[src/rtl/regfile_wb_arbiter_if.sv]
// Writeback request and issue reservation handshakes
// for the register-file write-port arbiter.
interface regfile_wb_arbiter_if #(
    parameter int DATA_WIDTH = 19,
    parameter int ADDR_WIDTH = 4
);
    logic                  alu_valid;
    logic                  alu_ready;
    logic [ADDR_WIDTH-1:0] alu_reg;
    logic [DATA_WIDTH-1:0] alu_data;
    logic                  ld_valid;
    logic                  ld_ready;
    logic [ADDR_WIDTH-1:0] ld_reg;
    logic [DATA_WIDTH-1:0] ld_data;
    logic                  rsv_valid;
    logic                  rsv_ready;
    logic [ADDR_WIDTH-1:0] rsv_reg;

    modport master (
        output alu_valid, alu_reg, alu_data,
        output ld_valid, ld_reg, ld_data,
        output rsv_valid, rsv_reg,
        input  alu_ready, ld_ready, rsv_ready
    );

    modport slave (
        input  alu_valid, alu_reg, alu_data,
        input  ld_valid, ld_reg, ld_data,
        input  rsv_valid, rsv_reg,
        output alu_ready, ld_ready, rsv_ready
    );
endinterface

[src/rtl/regfile_wb_arbiter.sv]
// Round-robin ALU/load arbiter for the regfile write port
// with a busy scoreboard for issue-stage hazard checks.
module regfile_wb_arbiter #(
    parameter int DATA_WIDTH = 19,
    parameter int ADDR_WIDTH = 4,
    parameter int NUM_REGS   = 2**ADDR_WIDTH
) (
    input  logic                  clk,
    input  logic                  rst,
    regfile_wb_arbiter_if.slave   wb,
    output logic [ADDR_WIDTH-1:0] write_reg,
    output logic [DATA_WIDTH-1:0] write_data,
    output logic                  reg_write,
    output logic [NUM_REGS-1:0]   busy
);
    typedef enum logic {
        SRC_ALU = 1'b0,
        SRC_LD  = 1'b1
    } src_t;

    src_t                last_grant;
    logic                alu_fire;
    logic                ld_fire;
    logic                rsv_fire;
    logic [NUM_REGS-1:0] busy_nxt;

    // On conflict the source that did not win last time is served.
    assign wb.alu_ready = wb.alu_valid &
                          (~wb.ld_valid | (last_grant == SRC_LD));
    assign wb.ld_ready  = wb.ld_valid &
                          (~wb.alu_valid | (last_grant == SRC_ALU));
    assign wb.rsv_ready = wb.rsv_valid & ~busy[wb.rsv_reg];

    assign alu_fire = wb.alu_valid & wb.alu_ready;
    assign ld_fire  = wb.ld_valid & wb.ld_ready;
    assign rsv_fire = wb.rsv_valid & wb.rsv_ready;

    // Clear lands with the regfile commit; a same-reg set overrides it.
    always_comb begin
        busy_nxt = busy;
        if (reg_write) begin
            busy_nxt[write_reg] = 1'b0;
        end
        if (rsv_fire) begin
            busy_nxt[wb.rsv_reg] = 1'b1;
        end
    end

    always_ff @(posedge clk or negedge rst) begin
        if (!rst) begin
            last_grant <= SRC_LD;
            reg_write  <= 1'b0;
            write_reg  <= '0;
            write_data <= '0;
            busy       <= '0;
        end else begin
            busy      <= busy_nxt;
            reg_write <= alu_fire | ld_fire;
            if (alu_fire) begin
                last_grant <= SRC_ALU;
                write_reg  <= wb.alu_reg;
                write_data <= wb.alu_data;
            end else if (ld_fire) begin
                last_grant <= SRC_LD;
                write_reg  <= wb.ld_reg;
                write_data <= wb.ld_data;
            end
        end
    end
endmodule
[src/flat_wrapper.sv]
// flat-port wrapper written by rule: the top's interface ports become plain ports
module regfile_wb_arbiter_flat 
#(
    parameter int DATA_WIDTH = 19,
    parameter int ADDR_WIDTH = 4,
    parameter int NUM_REGS   = 2**ADDR_WIDTH
)
  (clk, rst, write_reg, write_data, reg_write, busy, wb_alu_valid, wb_alu_reg, wb_alu_data, wb_ld_valid, wb_ld_reg, wb_ld_data, wb_rsv_valid, wb_rsv_reg, wb_alu_ready, wb_ld_ready, wb_rsv_ready);
  regfile_wb_arbiter_if #(.DATA_WIDTH(DATA_WIDTH), .ADDR_WIDTH(ADDR_WIDTH)) wb_i ();
  input  logic clk;
  input  logic rst;
  output logic [ADDR_WIDTH-1:0] write_reg;
  output logic [DATA_WIDTH-1:0] write_data;
  output logic reg_write;
  output logic [NUM_REGS-1:0] busy;
  input wire logic [$bits(wb_i.alu_valid)-1:0] wb_alu_valid;
  input wire logic [$bits(wb_i.alu_reg)-1:0] wb_alu_reg;
  input wire logic [$bits(wb_i.alu_data)-1:0] wb_alu_data;
  input wire logic [$bits(wb_i.ld_valid)-1:0] wb_ld_valid;
  input wire logic [$bits(wb_i.ld_reg)-1:0] wb_ld_reg;
  input wire logic [$bits(wb_i.ld_data)-1:0] wb_ld_data;
  input wire logic [$bits(wb_i.rsv_valid)-1:0] wb_rsv_valid;
  input wire logic [$bits(wb_i.rsv_reg)-1:0] wb_rsv_reg;
  output wire logic [$bits(wb_i.alu_ready)-1:0] wb_alu_ready;
  output wire logic [$bits(wb_i.ld_ready)-1:0] wb_ld_ready;
  output wire logic [$bits(wb_i.rsv_ready)-1:0] wb_rsv_ready;
  assign wb_i.alu_valid = wb_alu_valid;
  assign wb_i.alu_reg = wb_alu_reg;
  assign wb_i.alu_data = wb_alu_data;
  assign wb_i.ld_valid = wb_ld_valid;
  assign wb_i.ld_reg = wb_ld_reg;
  assign wb_i.ld_data = wb_ld_data;
  assign wb_i.rsv_valid = wb_rsv_valid;
  assign wb_i.rsv_reg = wb_rsv_reg;
  assign wb_alu_ready = wb_i.alu_ready;
  assign wb_ld_ready = wb_i.ld_ready;
  assign wb_rsv_ready = wb_i.rsv_ready;
  regfile_wb_arbiter #(.DATA_WIDTH(DATA_WIDTH), .ADDR_WIDTH(ADDR_WIDTH), .NUM_REGS(NUM_REGS)) u_core (.clk(clk), .rst(rst), .wb(wb_i), .write_reg(write_reg), .write_data(write_data), .reg_write(reg_write), .busy(busy));
endmodule
[config.mk]
export PLATFORM = sky130hd
export DESIGN_NAME = regfile_wb_arbiter_flat
export DESIGN_NICKNAME = d
export VERILOG_FILES = /design/src/rtl/regfile_wb_arbiter_if.sv /design/src/rtl/regfile_wb_arbiter.sv /design/src/flat_wrapper.sv
export SDC_FILE = /design/constraint.sdc
export NUM_CORES = 1
export LEC_CHECK = 0
export CAP_MARGIN = 20
export CORE_ASPECT_RATIO = 0.5
export CORE_MARGIN = 8
export CORE_UTILIZATION = 42
export DETAILED_ROUTE_END_ITERATION = 12
export PLACE_DENSITY = 0.8
export SLEW_MARGIN = 20
export SYNTH_ARGS = -nofsm -noshare
export SYNTH_HDL_FRONTEND = slang
export SYNTH_SLANG_ARGS = --single-unit
export TNS_END_PERCENT = 1
[constraint.sdc]
create_clock -name clk -period 1.8 [get_ports clk]
set_input_delay 0.18 -clock clk [delete_from_list [all_inputs] [get_ports clk]]
set_output_delay 0.18 -clock clk [all_outputs]
set_load 0.005 [all_outputs]
Word-level counts from Yosys, hierarchy flattened
Cells that the tools add are included.
{"block": "word_totals", "ff_bits": 41}
{"block": "op_classes", "order_cmp": 4, "muxes": 14, "bitwise": 16, "n_reduce_logical": 3}
{"op": "$mux W19", "n": 2}
{"op": "$mux W16", "n": 2}
{"op": "$and A16 B16 Y16", "n": 1}
{"op": "$not A16 Y16", "n": 1}
{"op": "$or A16 B16 Y16", "n": 1}
{"op": "$lt A4 B5 Y1 const B", "n": 2}
{"op": "$demux W1 S4", "n": 2}
{"op": "$ge A4 B1 Y1 const B", "n": 2}
{"op": "$mux W4", "n": 2}
{"op": "$and A1 B1 Y1", "n": 6}
{"op": "$mux W1", "n": 5}
{"op": "$bmux W1 S4", "n": 1}
{"op": "$not A1 Y1", "n": 4}
{"op": "$or A1 B1 Y1", "n": 3}
{"op": "$logic_and A1 B1 Y1", "n": 2}
{"op": "$reduce_bool A2 Y1", "n": 1}

Depth between registers and ports, before layout
{"block": "logic_depth", "ltp_word": 9, "mapped_depth": 6}

Least setup slack after synthesis
Ideal clock, no wire load.
{"block": "synth_path", "kind": "register to output", "startpoint": "register u_core.busy[7]", "endpoint": "output wb_rsv_ready", "t_arrival_ns": 1.379, "t_required_ns": 1.620, "path_slack_ns": 0.241, "stages_incl_launch_ff": 5, "path_buffers": 0, "cell_sequence": "dfrtp_1 > mux2_1 > nor3b_2 > nor4_4 > a2111oi_2"}
{"block": "synth_via", "elab_chain_cells": 4}
{"item": "from (decl)", "line_no": "regfile_wb_arbiter.sv:14", "text": "output logic [NUM_REGS-1:0] busy"}
{"item": "from (signal assigned)", "line_no": "regfile_wb_arbiter.sv:57", "text": "busy <= busy_nxt;"}
{"item": "$bmux W1 S4", "line_no": "regfile_wb_arbiter.sv:32", "text": "assign wb.rsv_ready = wb.rsv_valid & ~busy[wb.rsv_reg];"}
{"item": "$mux W1 (not written as such)", "line_no": "regfile_wb_arbiter.sv:32"}
{"item": "$not A1 Y1", "line_no": "regfile_wb_arbiter.sv:32"}
{"item": "$and A1 B1 Y1", "line_no": "regfile_wb_arbiter.sv:32"}
{"item": "to (decl)", "line_no": "flat_wrapper.sv:26", "text": "output wire logic [$bits(wb_i.rsv_ready)-1:0] wb_rsv_ready;"}
Every way passes these cells. The select of a mux whose other input is x is not followed.

Worst setup path in the final report
{"block": "layout_path", "startpoint": "register u_core.busy[12]", "endpoint": "output wb_rsv_ready"}
Same word-level chain as after synthesis.

==> flow_summary.toml <==
[run_status]
status = "complete, but fails checks"
violations = "negative setup slack"

[min_path]
hp-start = "wb_alu_valid"
hold_depth = 3
hold_class = "input pin to flip-flop"
hold_path_end = "u_core.last_grant"

[grt]
grt_max_degree = 38
first_global_vias = 2408
grt_pass1_wl_mm = 12.4
track_usage_pct = 19.4
gr-total-overflow = 0
antenna_found_initial = 0

[placement]
portBuffers = 97
placed_area_um2 = 3500
dp_slack_ns = -0.790
gp_congestion = 0.921
hpwl_mm = 6.41

[route]
drt_iter0_markers = 212
first_pass_iters = 5
via_per_inst = 5.47
drt_wl_total_mm = 8.24
ant_nets = 0
wl_per_cell_um = 18.1
vias = 2490
post-route-drc-count = 0

[sta]
finalCritPeriodShare_pct = 106
period_needed_ns = 1.90
setup_violations = 1
timing.fmax_mhz = 526
skew_ns = 0.00595
fin_ws_ns = -0.103
slew_headroom_pct = 59.5
rsz0062_at_grt = "yes"
worst_pin_slew_ns = 0.608
report.final.hold_viol_count = 0
finalMaxSlewViolations = 0

[yosys]
synth_area_um2 = 2260
synthCells = 258
synth_largest_area_cell = "dfrtp_1"
synth.distinct_cells = 39
seq_area_frac_synth_pct = 45.4
yosysTopAreaCellShare_pct = 44.3
synth_area_leaders = "dfrtp_1 44%, a31oi_1 6.6%, o22ai_1 6.4%"
synth_edf_count = 0
synthesis.nets = 313
yosys_register_bits = 41
ys.flop_type = "dfrtp_1"
synth.most_common_cell = "dfrtp_1"
synthArstFlopShare_pct = 100
synth_area_per_cell_um2 = 8.76
synth_common_cells = "40 x dfrtp_1, 27 x nor2_1, 26 x a21oi_1"
yosysWarnings = 0

[setup_path]
startpoint_type = "flip-flop"
crit_chain = "mux2_4, nor3b_4, nor4_4, a2111oi_2, buf_2"
crit_arrival_ns = 1.72
critPathSlowestCell = "dfrtp_1"
max_stage_delay_ns = 0.40
cp_top_family = "flip-flops"
cp.required_ns = 1.62
cp-end-kind = "primary output"
cp_max_fo = 2
reg2reg_depth = 6
reg2reg_slack_ns = 0.05
worstSetupPathType = "flip-flop to primary output"
crit_buf_inv = 1
r2r-end = "u_core.busy[5]"
worstReg2RegStart = "u_core.busy[12]"

[floorplan]
die_x_um = 120
num_rows = 19
pin_count = 98
die_area_um2 = 8130
die_h_um = 67.9
core-area_um2 = 5330
start_util_pct = 42.5

[layout]
largest_register_ff_count = 19
syn_to_final_growth_pct = 60.4
fin_area_um2 = 3630
fillerInstances = 445
drive_gt1_share_pct = 15.4
diodes = 0
final_nets = 436

[pwr]
p_per_area_nw_per_um2 = 1020
design_power_total_w = 0.00371
power.static_leakage_nw = 1.55
irDropWorstVdd_uv = 521

[cts]
insertion_delay_ns = 0.29
clk_pin_slew_worst_paths_ns = 0.08
cts_made_buffers = 5
cts.sinks = 41
root_buffer = "clkbuf_8"
cts_tree = "built"
cts_buffer_depth = 2
h-tree-depth = 2

[run]
drv_cap = 0
## where the power goes
part	leakage (nW)	internal (W)	switching [W]	total [W]
combinational	1.03	0.00106	0.000701	0.00176
sequential	0.477	0.00117	0.000198	0.00137
clock	0.0395	0.000276	0.000305	0.000581
total	1.55	0.00251	0.00120	0.00371
## through the flow
step / setup TNS (ns) / std cells / hold slack, ns / utilization (%)
detailed placement: -3.71 / 444 / 0.219 / 65.8
floorplan: 0 / 258 / -0.116 / -
finish: -0.103 / 455 / 0.206 / 68.1
CTS: -0.119 / 455 / 0.189 / 67.9
global placement: -2.79 / 444 / 0.211 / 65.8
global route: -0.194 / 455 / 0.204 / 68.1
## cells by family (layout without fill, tap and decap cells)
family                 after synthesis  count (layout)  synth area share (%)
AO/OA/AOI/OAI                      106             106                  28.7
flip-flops                          41              41                  45.4
AND/OR/NAND/NOR                     59              59                  14.3
multiplexers                         6               6                  3.49
buffers and inverters               46             170                  8.08
## layer usage
metal	wire (µm)	part of all wire [%]	global-route usage (%)	vias to the layer above
met5	0	0	0	-
met4	73	0.89	5.08	0
met3	646	7.8	5.76	6
met2	3610	44	29.2	103
met1	3910	47	26.9	1194
li1	-	-	-	1187
## worst max-delay path by stage
stage / start / endpoint / depth (start not counted)
after floorplan: u_core.busy[7] / wb_rsv_ready / 4
after global placement: wb_rsv_reg[1] / wb_rsv_ready / 6
after detailed placement: wb_rsv_reg[1] / wb_rsv_ready / 7
after CTS: u_core.busy[12] / wb_rsv_ready / 5
after global routing: u_core.busy[11] / wb_rsv_ready / 4
final: u_core.busy[12] / wb_rsv_ready / 5
## cell type report
| class | count | area (µm²) | area share, % |
|---|---|---|---|
| repair buffers | 137 | 1260 | 34.7 |
| multi-input cells | 171 | 1070 | 29.6 |
| flip-flops and latches | 41 | 1030 | 28.3 |
| inverters | 25 | 93.8 | 2.59 |
| well taps | 73 | 91.3 | 2.52 |
| clock buffers | 8 | 80.1 | 2.21 |
## layout by cell type (no fill, tap or decap), types with 2 or more instances in the layout
cell             Yosys  layout
clkdlybuf4s50_1      0      91
dfrtp_1             40      40
buf_4                0      39
nor2_1              27      27
a21oi_1             26      26
inv_1               25      25
a31oi_1             24      24
o22ai_1             23      23
o21ai_0             22      22
nand2_1              8       8
nand2b_1             6       6
clkbuf_8             0       5
mux2i_1              3       3
o41ai_1              4       3
o31ai_1              3       3
clkbuf_1            16       3
buf_2                2       3
mux2_4               1       2
nor3b_4              0       2
nand3b_1             2       2
nor3_1               2       2
## worst register-to-register path: cells and delay by family, from the launching register on
kind | cells | cell delay [ns]
AND/OR/NAND/NOR | 2 | 0.30
multiplexers | 1 | 0.29
flip-flops | 1 | 0.40
AO/OA/AOI/OAI | 1 | 0.35
buffers and inverters | 2 | 0.30
## what timing repair did
action / 4_1_cts / 5_1_grt
buffers inserted: 2 / 0
pin swaps: 5 / 0
hold endpoints to repair: 22 / 0
gates resized for setup: 9 / 3
hold buffers: 1 / 0
setup endpoints to repair: 5 / 4
Note: power is estimated with default switching activity, not from simulation.
